### config.mk
export PLATFORM = sky130hd
export DESIGN_NAME = noc_request_axilite
export DESIGN_NICKNAME = d
export VERILOG_FILES = /design/src/rtl/noc_request_axilite.sv
export SDC_FILE = /design/constraint.sdc
export NUM_CORES = 1
export LEC_CHECK = 0
export CAP_MARGIN = 10
export CORE_MARGIN = 2
export CORE_UTILIZATION = 38
export DETAILED_ROUTE_END_ITERATION = 8
export PLACE_DENSITY = 0.71
export SLEW_MARGIN = 20
export SYNTH_ARGS = -nofsm -noshare
export SYNTH_HDL_FRONTEND = slang
export SYNTH_SLANG_ARGS = --single-unit
### constraint.sdc
create_clock -name clk -period 4.55 [get_ports clk]
set_input_delay 1.365 -clock clk [delete_from_list [all_inputs] [get_ports clk]]
set_output_delay 1.365 -clock clk [all_outputs]
set_load 0.03 [all_outputs]
### src/rtl/noc_request_axilite.sv
// noc_request_axilite: accepts AXI-lite write (AW+W) and read (AR) requests and
// turns each into an OpenPiton-style non-cacheable NoC request packet
// (three header flits, plus data flits for stores).
//
// Handshakes: a transfer on any channel happens on a rising clk edge where
// valid and ready are both high; ready never depends combinationally on valid.

`ifndef NOC_DATA_WIDTH
`define NOC_DATA_WIDTH 64
`endif
`ifndef MSG_DST_CHIPID
`define MSG_DST_CHIPID 63:50
`define MSG_DST_X 49:42
`define MSG_DST_Y 41:34
`define MSG_LENGTH 29:22
`define MSG_TYPE 21:14
`define MSG_MSHRID 13:6
`define MSG_ADDR 63:16
`define MSG_ADDR_WIDTH 48
`define MSG_DATA_SIZE 10:8
`define MSG_DATA_SIZE_WIDTH 3
`define MSG_SRC_CHIPID 63:50
`define MSG_SRC_X 49:42
`define MSG_SRC_Y 41:34
`define MSG_TYPE_NC_LOAD_REQ 8'd14
`define MSG_TYPE_NC_STORE_REQ 8'd15
`define MSG_DATA_SIZE_8B 3'b100
`endif

module noc_request_axilite #(
  parameter int AXI_LITE_DATA_WIDTH = 64,
  parameter int AXI_LITE_ADDR_WIDTH = 64,
  parameter int DEST_CHIPID = 0,
  parameter int DEST_X = 0,
  parameter int DEST_Y = 0,
  parameter int SRC_CHIPID = 0,
  parameter int SRC_X = 0,
  parameter int SRC_Y = 0,
  parameter logic [`MSG_DATA_SIZE_WIDTH-1:0] DATA_SIZE = `MSG_DATA_SIZE_8B
) (
  input  logic                             clk,
  input  logic                             rst_n,
  input  logic [AXI_LITE_ADDR_WIDTH-1:0]   s_axi_awaddr,
  input  logic                             s_axi_awvalid,
  output logic                             s_axi_awready,
  input  logic [AXI_LITE_DATA_WIDTH-1:0]   s_axi_wdata,
  input  logic [AXI_LITE_DATA_WIDTH/8-1:0] s_axi_wstrb,
  input  logic                             s_axi_wvalid,
  output logic                             s_axi_wready,
  input  logic [AXI_LITE_ADDR_WIDTH-1:0]   s_axi_araddr,
  input  logic                             s_axi_arvalid,
  output logic                             s_axi_arready,
  output logic                             noc_valid_out,
  output logic [`NOC_DATA_WIDTH-1:0]       noc_data_out,
  input  logic                             noc_ready_in,
  output logic [2:0]                       dbg_state
);

  localparam int NW     = `NOC_DATA_WIDTH;
  localparam int NBEATS = AXI_LITE_DATA_WIDTH / NW;
  localparam int SW     = AXI_LITE_DATA_WIDTH / 8;
  localparam int BW     = (NBEATS > 1) ? $clog2(NBEATS) : 1;

  typedef enum logic [2:0] {IDLE, HDR0, HDR1, HDR2, DATA} state_t;

  state_t state, state_d;

  logic                           init_done;
  logic                           aw_full, w_full, ar_full;
  logic [AXI_LITE_ADDR_WIDTH-1:0] aw_addr_q, ar_addr_q;
  logic [AXI_LITE_DATA_WIDTH-1:0] w_data_q;
  logic [SW-1:0]                  w_strb_q;

  logic                           last_load;
  logic                           pkt_store;
  logic [AXI_LITE_ADDR_WIDTH-1:0] pkt_addr;
  logic [AXI_LITE_DATA_WIDTH-1:0] pkt_data;
  logic [SW-1:0]                  pkt_strb;
  logic [7:0]                     tag;
  logic [BW-1:0]                  beat;

  logic store_pend, load_pend, grant, grant_store, fire, last_flit;
  logic [NW-1:0] addr_ext, hdr0, hdr1, hdr2;
  logic unused_addr_hi;

  assign s_axi_awready = init_done & ~aw_full;
  assign s_axi_wready  = init_done & ~w_full;
  assign s_axi_arready = init_done & ~ar_full;

  assign store_pend  = aw_full & w_full;
  assign load_pend   = ar_full;
  assign grant       = (state == IDLE) & (store_pend | load_pend);
  // Store wins only if no load is waiting or the previous grant went to a load.
  assign grant_store = store_pend & (~load_pend | last_load);

  assign noc_valid_out = (state != IDLE);
  assign fire          = noc_valid_out & noc_ready_in;
  assign last_flit     = fire & (((state == HDR2) & ~pkt_store) |
                                 ((state == DATA) & (beat == BW'(NBEATS - 1))));
  assign dbg_state     = state;

  // Readies stay low through reset and rise on the first edge after release.
  always_ff @(posedge clk or negedge rst_n) begin
    if (!rst_n) init_done <= 1'b0;
    else        init_done <= 1'b1;
  end

  // Single-entry channel buffers; a buffer freed this cycle had ready low, so it
  // cannot be refilled on the same edge.
  always_ff @(posedge clk or negedge rst_n) begin
    if (!rst_n) begin
      aw_full   <= 1'b0;
      w_full    <= 1'b0;
      ar_full   <= 1'b0;
      aw_addr_q <= '0;
      ar_addr_q <= '0;
      w_data_q  <= '0;
      w_strb_q  <= '0;
    end else begin
      if (last_flit && pkt_store) aw_full <= 1'b0;
      else if (s_axi_awvalid && s_axi_awready) begin
        aw_full   <= 1'b1;
        aw_addr_q <= s_axi_awaddr;
      end
      if (last_flit && pkt_store) w_full <= 1'b0;
      else if (s_axi_wvalid && s_axi_wready) begin
        w_full   <= 1'b1;
        w_data_q <= s_axi_wdata;
        w_strb_q <= s_axi_wstrb;
      end
      if (last_flit && !pkt_store) ar_full <= 1'b0;
      else if (s_axi_arvalid && s_axi_arready) begin
        ar_full   <= 1'b1;
        ar_addr_q <= s_axi_araddr;
      end
    end
  end

  // FSM state register.
  always_ff @(posedge clk or negedge rst_n) begin
    if (!rst_n) state <= IDLE;
    else        state <= state_d;
  end

  // FSM next-state: each flit advances only when accepted.
  always_comb begin
    state_d = state;
    case (state)
      IDLE:    if (store_pend || load_pend) state_d = HDR0;
      HDR0:    if (fire) state_d = HDR1;
      HDR1:    if (fire) state_d = HDR2;
      HDR2:    if (fire) state_d = pkt_store ? DATA : IDLE;
      DATA:    if (last_flit) state_d = IDLE;
      default: state_d = IDLE;
    endcase
  end

  // Packet registers: capture the granted request, track data beats and tag.
  always_ff @(posedge clk or negedge rst_n) begin
    if (!rst_n) begin
      last_load <= 1'b0;
      pkt_store <= 1'b0;
      pkt_addr  <= '0;
      pkt_data  <= '0;
      pkt_strb  <= '0;
      tag       <= 8'd0;
      beat      <= '0;
    end else begin
      if (grant) begin
        last_load <= ~grant_store;
        pkt_store <= grant_store;
        pkt_addr  <= grant_store ? aw_addr_q : ar_addr_q;
        pkt_data  <= w_data_q;
        pkt_strb  <= w_strb_q;
        beat      <= '0;
      end else if (fire && (state == DATA) && !last_flit) begin
        beat <= beat + 1'b1;
      end
      if (last_flit) tag <= tag + 8'd1;
    end
  end

  // Flit formatting and output mux; zero while idle.
  always_comb begin
    addr_ext = NW'(pkt_addr);
    hdr0 = '0;
    hdr0[`MSG_DST_CHIPID] = 14'(DEST_CHIPID);
    hdr0[`MSG_DST_X]      = 8'(DEST_X);
    hdr0[`MSG_DST_Y]      = 8'(DEST_Y);
    hdr0[`MSG_LENGTH]     = pkt_store ? 8'(2 + NBEATS) : 8'd2;
    hdr0[`MSG_TYPE]       = pkt_store ? `MSG_TYPE_NC_STORE_REQ : `MSG_TYPE_NC_LOAD_REQ;
    hdr0[`MSG_MSHRID]     = tag;
    hdr1 = '0;
    hdr1[`MSG_ADDR]       = addr_ext[`MSG_ADDR_WIDTH-1:0];
    hdr1[`MSG_DATA_SIZE]  = DATA_SIZE;
    hdr2 = '0;
    hdr2[SW-1:0]          = pkt_store ? pkt_strb : '0;
    hdr2[`MSG_SRC_CHIPID] = 14'(SRC_CHIPID);
    hdr2[`MSG_SRC_X]      = 8'(SRC_X);
    hdr2[`MSG_SRC_Y]      = 8'(SRC_Y);
    case (state)
      HDR0:    noc_data_out = hdr0;
      HDR1:    noc_data_out = hdr1;
      HDR2:    noc_data_out = hdr2;
      DATA:    noc_data_out = pkt_data[int'(beat) * NW +: NW];
      default: noc_data_out = '0;
    endcase
  end

  assign unused_addr_hi = ^addr_ext[NW-1:`MSG_ADDR_WIDTH];

endmodule

==> results.md, run 1 <==
- The flow ran to the end, and the final reports show no timing, DRC or antenna violations.
- The post-CTS setup buffer count is 0.
- The final non-filler cell area is around 17,000 µm².
- The ratio of routed vias to standard cells is roughly 5.
- Measured along the y axis, the die boundary spans about 190 µm.
- The remaining design rule violation count is 0.
- The largest net degree at the start of global routing is around 100.
- The half-perimeter wire length after placement is approximately 19,000 µm.
- The portion of the clock cycle consumed by the worst path in the final layout is 0.9523.
- The floorplan step defined a die boundary enclosing 34,720 µm².
- A synthesized cell averages 14.29 µm².
- For this design the static power due to leakage is about 7.4 nW.
- Clock tree synthesis inserted a total of 35 buffers.
- In this run the worst path has a maximum fanout of 11.
- By count the netlist is led by 306 x sky130_fd_sc_hd__dfrtp_1, 221 x sky130_fd_sc_hd__mux2_2, 56 x sky130_fd_sc_hd__a22o_1.
- The H-tree was split into 2 levels.
- The final setup skew is 0.01360 ns.
- The count of hold-fix buffers inserted at cts is 0.
- The register area share after synthesis is 0.6061.
- The largest area contributor in the synthesized netlist is sky130_fd_sc_hd__dfrtp_1.
- The cell row count is 66.
- Counting every net in the synthesized netlist gives around 1,100.
- The worst setup path is launched from a register.
- The number of gates resized after CTS was 0.
- Counting along the longest clock path gives a buffer depth of 3.
- The horizontal die dimension is roughly 190 µm.
- After detailed routing, the total wire length is 29,210 µm.
- The clock reaches the later pin of the worst-skew pair after roughly 0.50 ns.
- The number of enable flip-flop cells after synthesis is 0.
- The area of the mapped netlist is around 13,000 µm².
- The core footprint is ~33,000 µm².
- Static timing analysis puts the maximum clock frequency at 230.8 MHz.
- For this run, the total global-route usage over all layers was measured as 0.1699.
- The first TritonRoute pass finished after 7 iterations.
- Yosys attributes the largest share of cell area to sky130_fd_sc_hd__dfrtp_1 61%, sky130_fd_sc_hd__mux2_2 20%, sky130_fd_sc_hd__a22o_1 3.9%.
- Fill cells in the final layout number between 2,000 and 3,000.
- The via count of the first global-routing pass was 8,580.
- The slew of the pin with the lowest slew margin is around 1.1 ns.
- The number of max-slew violations in the final report came to 0.
- The yosys synthesis warning count is 0.
- The startpoint of the worst register-to-register path is dbg_state[0].
- The number of antenna violations at the first check in global routing is 2.
- The initial utilization of the core area, before any placement, comes to 0.3873.
- The count of state elements after synthesis is about 300.
- The total number of clock tree sinks is approximately 310.
- The worst hold path belongs to the class register to register.
- The overall power is between 10 and 15 mW.
- The clock edge transition at the registers on the reported setup and hold paths is roughly 0.06 ns.
- The net count of the finished layout is between 1,000 and 1,500.
- The fraction of layout instances using a drive strength above 1 is 0.2833.
- Setup repair after global routing left no endpoint under its margin.
- The critical path starts at dbg_state[1].
- The TritonCTS clock tree is built.
- The time the worst path needs with I/O delays and setup is approximately 4.3 ns.
- The category of the critical setup timing path is register to output pin.
- The worst setup path is captured at an output pin.
- The share of the synthesized area in the top cell type is 0.6061.
- The root buffer cell chosen for the clock tree is sky130_fd_sc_hd__clkbuf_16.
- The number of instances in the synthesized netlist is about 880.
- The required time of the critical path is 3.18 ns.
- The area added between synthesis and finish is 32.52%.
- The placement-stage cell area is ~16,000 µm².
- For the final routed database, the setup TNS stands at 0 ns.
- Summing over every cut layer, the via total after detailed routing is 7,968.
- The main flop type after synthesis is sky130_fd_sc_hd__dfrtp_1.
- The largest voltage drop on the vdd net is 449.2 µV.
- The final weighted congestion in routability-driven placement is about 0.73.
- The worst hold path begins at tag[7].
- The number of I/O pins is 277.
- The total count of hold-check failures in the final report is 0.
- The global-route wire length before repair is around 47,000 µm.
- In this run the remaining antenna-violating nets after routing total 0.
- The unique cell type count in the Yosys netlist is 40.
- The number of violations of the max-capacitance limit is 0.
- In this run the tool buffered the top-level ports with 244 buffer cells.
- The most common cell in the synthesized netlist is sky130_fd_sc_hd__dfrtp_1.
- The detailed-route wire length per cell is 18.36 µm.
- The total overflow left after global routing is 0.
- The number of DRC violations after detailed-routing iteration 0 is ~280.
- The setup violation total in the final timing report is 0.
- Data on the critical path arrives at its endpoint at between 2 and 3 ns.
- The headroom to the max-slew limit is 0.2943.
- The power density of the placed cells is 701.3 nW/µm².
- The proportion of synthesized flip-flops having asynchronous set or reset is 1.000.
## layout make-up
| class | count | area [µm²] | share of cell area |
|---|---|---|---|
| sequential | 306 | 7657 | 0.4573 |
| multi-input combinational | 514 | 4735 | 0.2828 |
| timing repair buffer | 261 | 2650 | 0.1583 |
| clock buffer | 49 | 1028 | 0.06143 |
| tap | 442 | 553.0 | 0.03303 |
| clock inverter | 11 | 92.59 | 0.005530 |
| inverter | 6 | 22.52 | 0.001345 |
| antenna | 2 | 5.005 | 0.0002989 |
## layer usage
metal	vias up	wire, µm	GRT usage
li1	3666	-	-
met1	4014	12670	0.2224
met2	232	13420	0.2712
met3	54	2360	0.05341
met4	2	746	0.05015
met5	-	13	0
## power breakdown
| part | leakage (nW) | switching [mW] | total (mW) | internal (mW) |
|---|---|---|---|---|
| Clock | 0.554 | 1.07 | 2.70 | 1.63 |
| Combinational | 3.11 | 2.05 | 4.30 | 2.25 |
| Sequential | 3.73 | 0.698 | 4.74 | 4.04 |
## path summary, 6_finish.rpt
check | end | depth (start not counted) | slack (ns)
max in group asynchronous | pkt_data[33] | 2 | 2.75
max reg2reg | w_data_q[52] | 6 | 1.62
min reg2reg | tag[7] | 1 | 0.48
min in group asynchronous | aw_addr_q[33] | 1 | 0.90
min | tag[7] | 1 | 0.48
max | noc_data_out[6] | 5 | 0.22
## stage by stage
step | instances | hold slack (ns) | worst slack (ns) | util
after detailed placement | 1529 | 0.4660 | 0.7447 | 0.4788
final | 1591 | 0.4788 | 0.2169 | 0.5133
after global routing | 1589 | 0.5003 | 0.004965 | 0.5132
after floorplan | 884 | 0.4425 | 1.174 | -
after CTS | 1589 | 0.4793 | 0.1462 | 0.5132
after global placement | 1529 | 0.4666 | 0.8026 | 0.4788
## placed cells by master, fill, tap and decap left out, types with 3 or more instances in the layout
cell type and count:
sky130_fd_sc_hd__xor2_1 4, sky130_fd_sc_hd__clkdlybuf4s50_1 243, sky130_fd_sc_hd__mux2_2 221, sky130_fd_sc_hd__mux2i_1 48, sky130_fd_sc_hd__clkbuf_1 4, sky130_fd_sc_hd__nor2_1 53, sky130_fd_sc_hd__mux2_4 20, sky130_fd_sc_hd__a22o_1 56
sky130_fd_sc_hd__inv_1 6, sky130_fd_sc_hd__nand3_1 3, sky130_fd_sc_hd__xnor2_1 4, sky130_fd_sc_hd__nand2_1 9, sky130_fd_sc_hd__dfrtp_1 306, sky130_fd_sc_hd__clkinv_2 6, sky130_fd_sc_hd__a21oi_1 53, sky130_fd_sc_hd__clkbuf_8 10
sky130_fd_sc_hd__buf_4 11, sky130_fd_sc_hd__a221o_1 4, sky130_fd_sc_hd__nor2b_1 4, sky130_fd_sc_hd__a222oi_1 3, sky130_fd_sc_hd__o21ai_0 3, sky130_fd_sc_hd__buf_12 6, sky130_fd_sc_hd__clkbuf_16 35
## state kept, by name, summed over array words and instances, names as in the netlist
register	cells
addr_ext	48
ar_addr_q	48
ar_full	1
aw_addr_q	48
aw_full	1
beat	1
dbg_state	3
init_done	1
last_load	1
pkt_data	64
pkt_store	1
pkt_strb	8
tag	8
w_data_q	64
w_full	1
w_strb_q	8
## critical path: stages (launching register included)
cell and delay, ns:
sky130_fd_sc_hd__dfrtp_1 0.60, sky130_fd_sc_hd__nand3b_1 0.25, sky130_fd_sc_hd__nor2_1 0.59, sky130_fd_sc_hd__a222oi_1 0.25
sky130_fd_sc_hd__inv_1 0.11, sky130_fd_sc_hd__clkdlybuf4s50_1 0.68
## cells by family (layout without fill, tap and decap cells)
logic type	Yosys count	in the layout	share of synthesized area
XOR/XNOR	8	8	0.005545
adder cells (fa/ha/maj)	1	1	0.0009901
other	1	3	0.0002968
AND/OR/NAND/NOR	85	85	0.03040
multiplexers	289	289	0.2588
flip-flops	306	306	0.6061
buffers and inverters	64	327	0.02476
AO/OA/AOI/OAI	130	130	0.07318
Note: power is estimated with default switching activity, not from simulation.
==> run 2, diff against run 1 <==
--- a/config.mk
+++ b/config.mk
@@ -9,6 +9,7 @@
 export CORE_MARGIN = 2
 export CORE_UTILIZATION = 38
 export DETAILED_ROUTE_END_ITERATION = 8
+export HOLD_SLACK_MARGIN = 0.06
 export PLACE_DENSITY = 0.71
 export SLEW_MARGIN = 20
 export SYNTH_ARGS = -nofsm -noshare
==> results of run 2 <==
Final layout, timing and power as in run 1 (identical DEF).
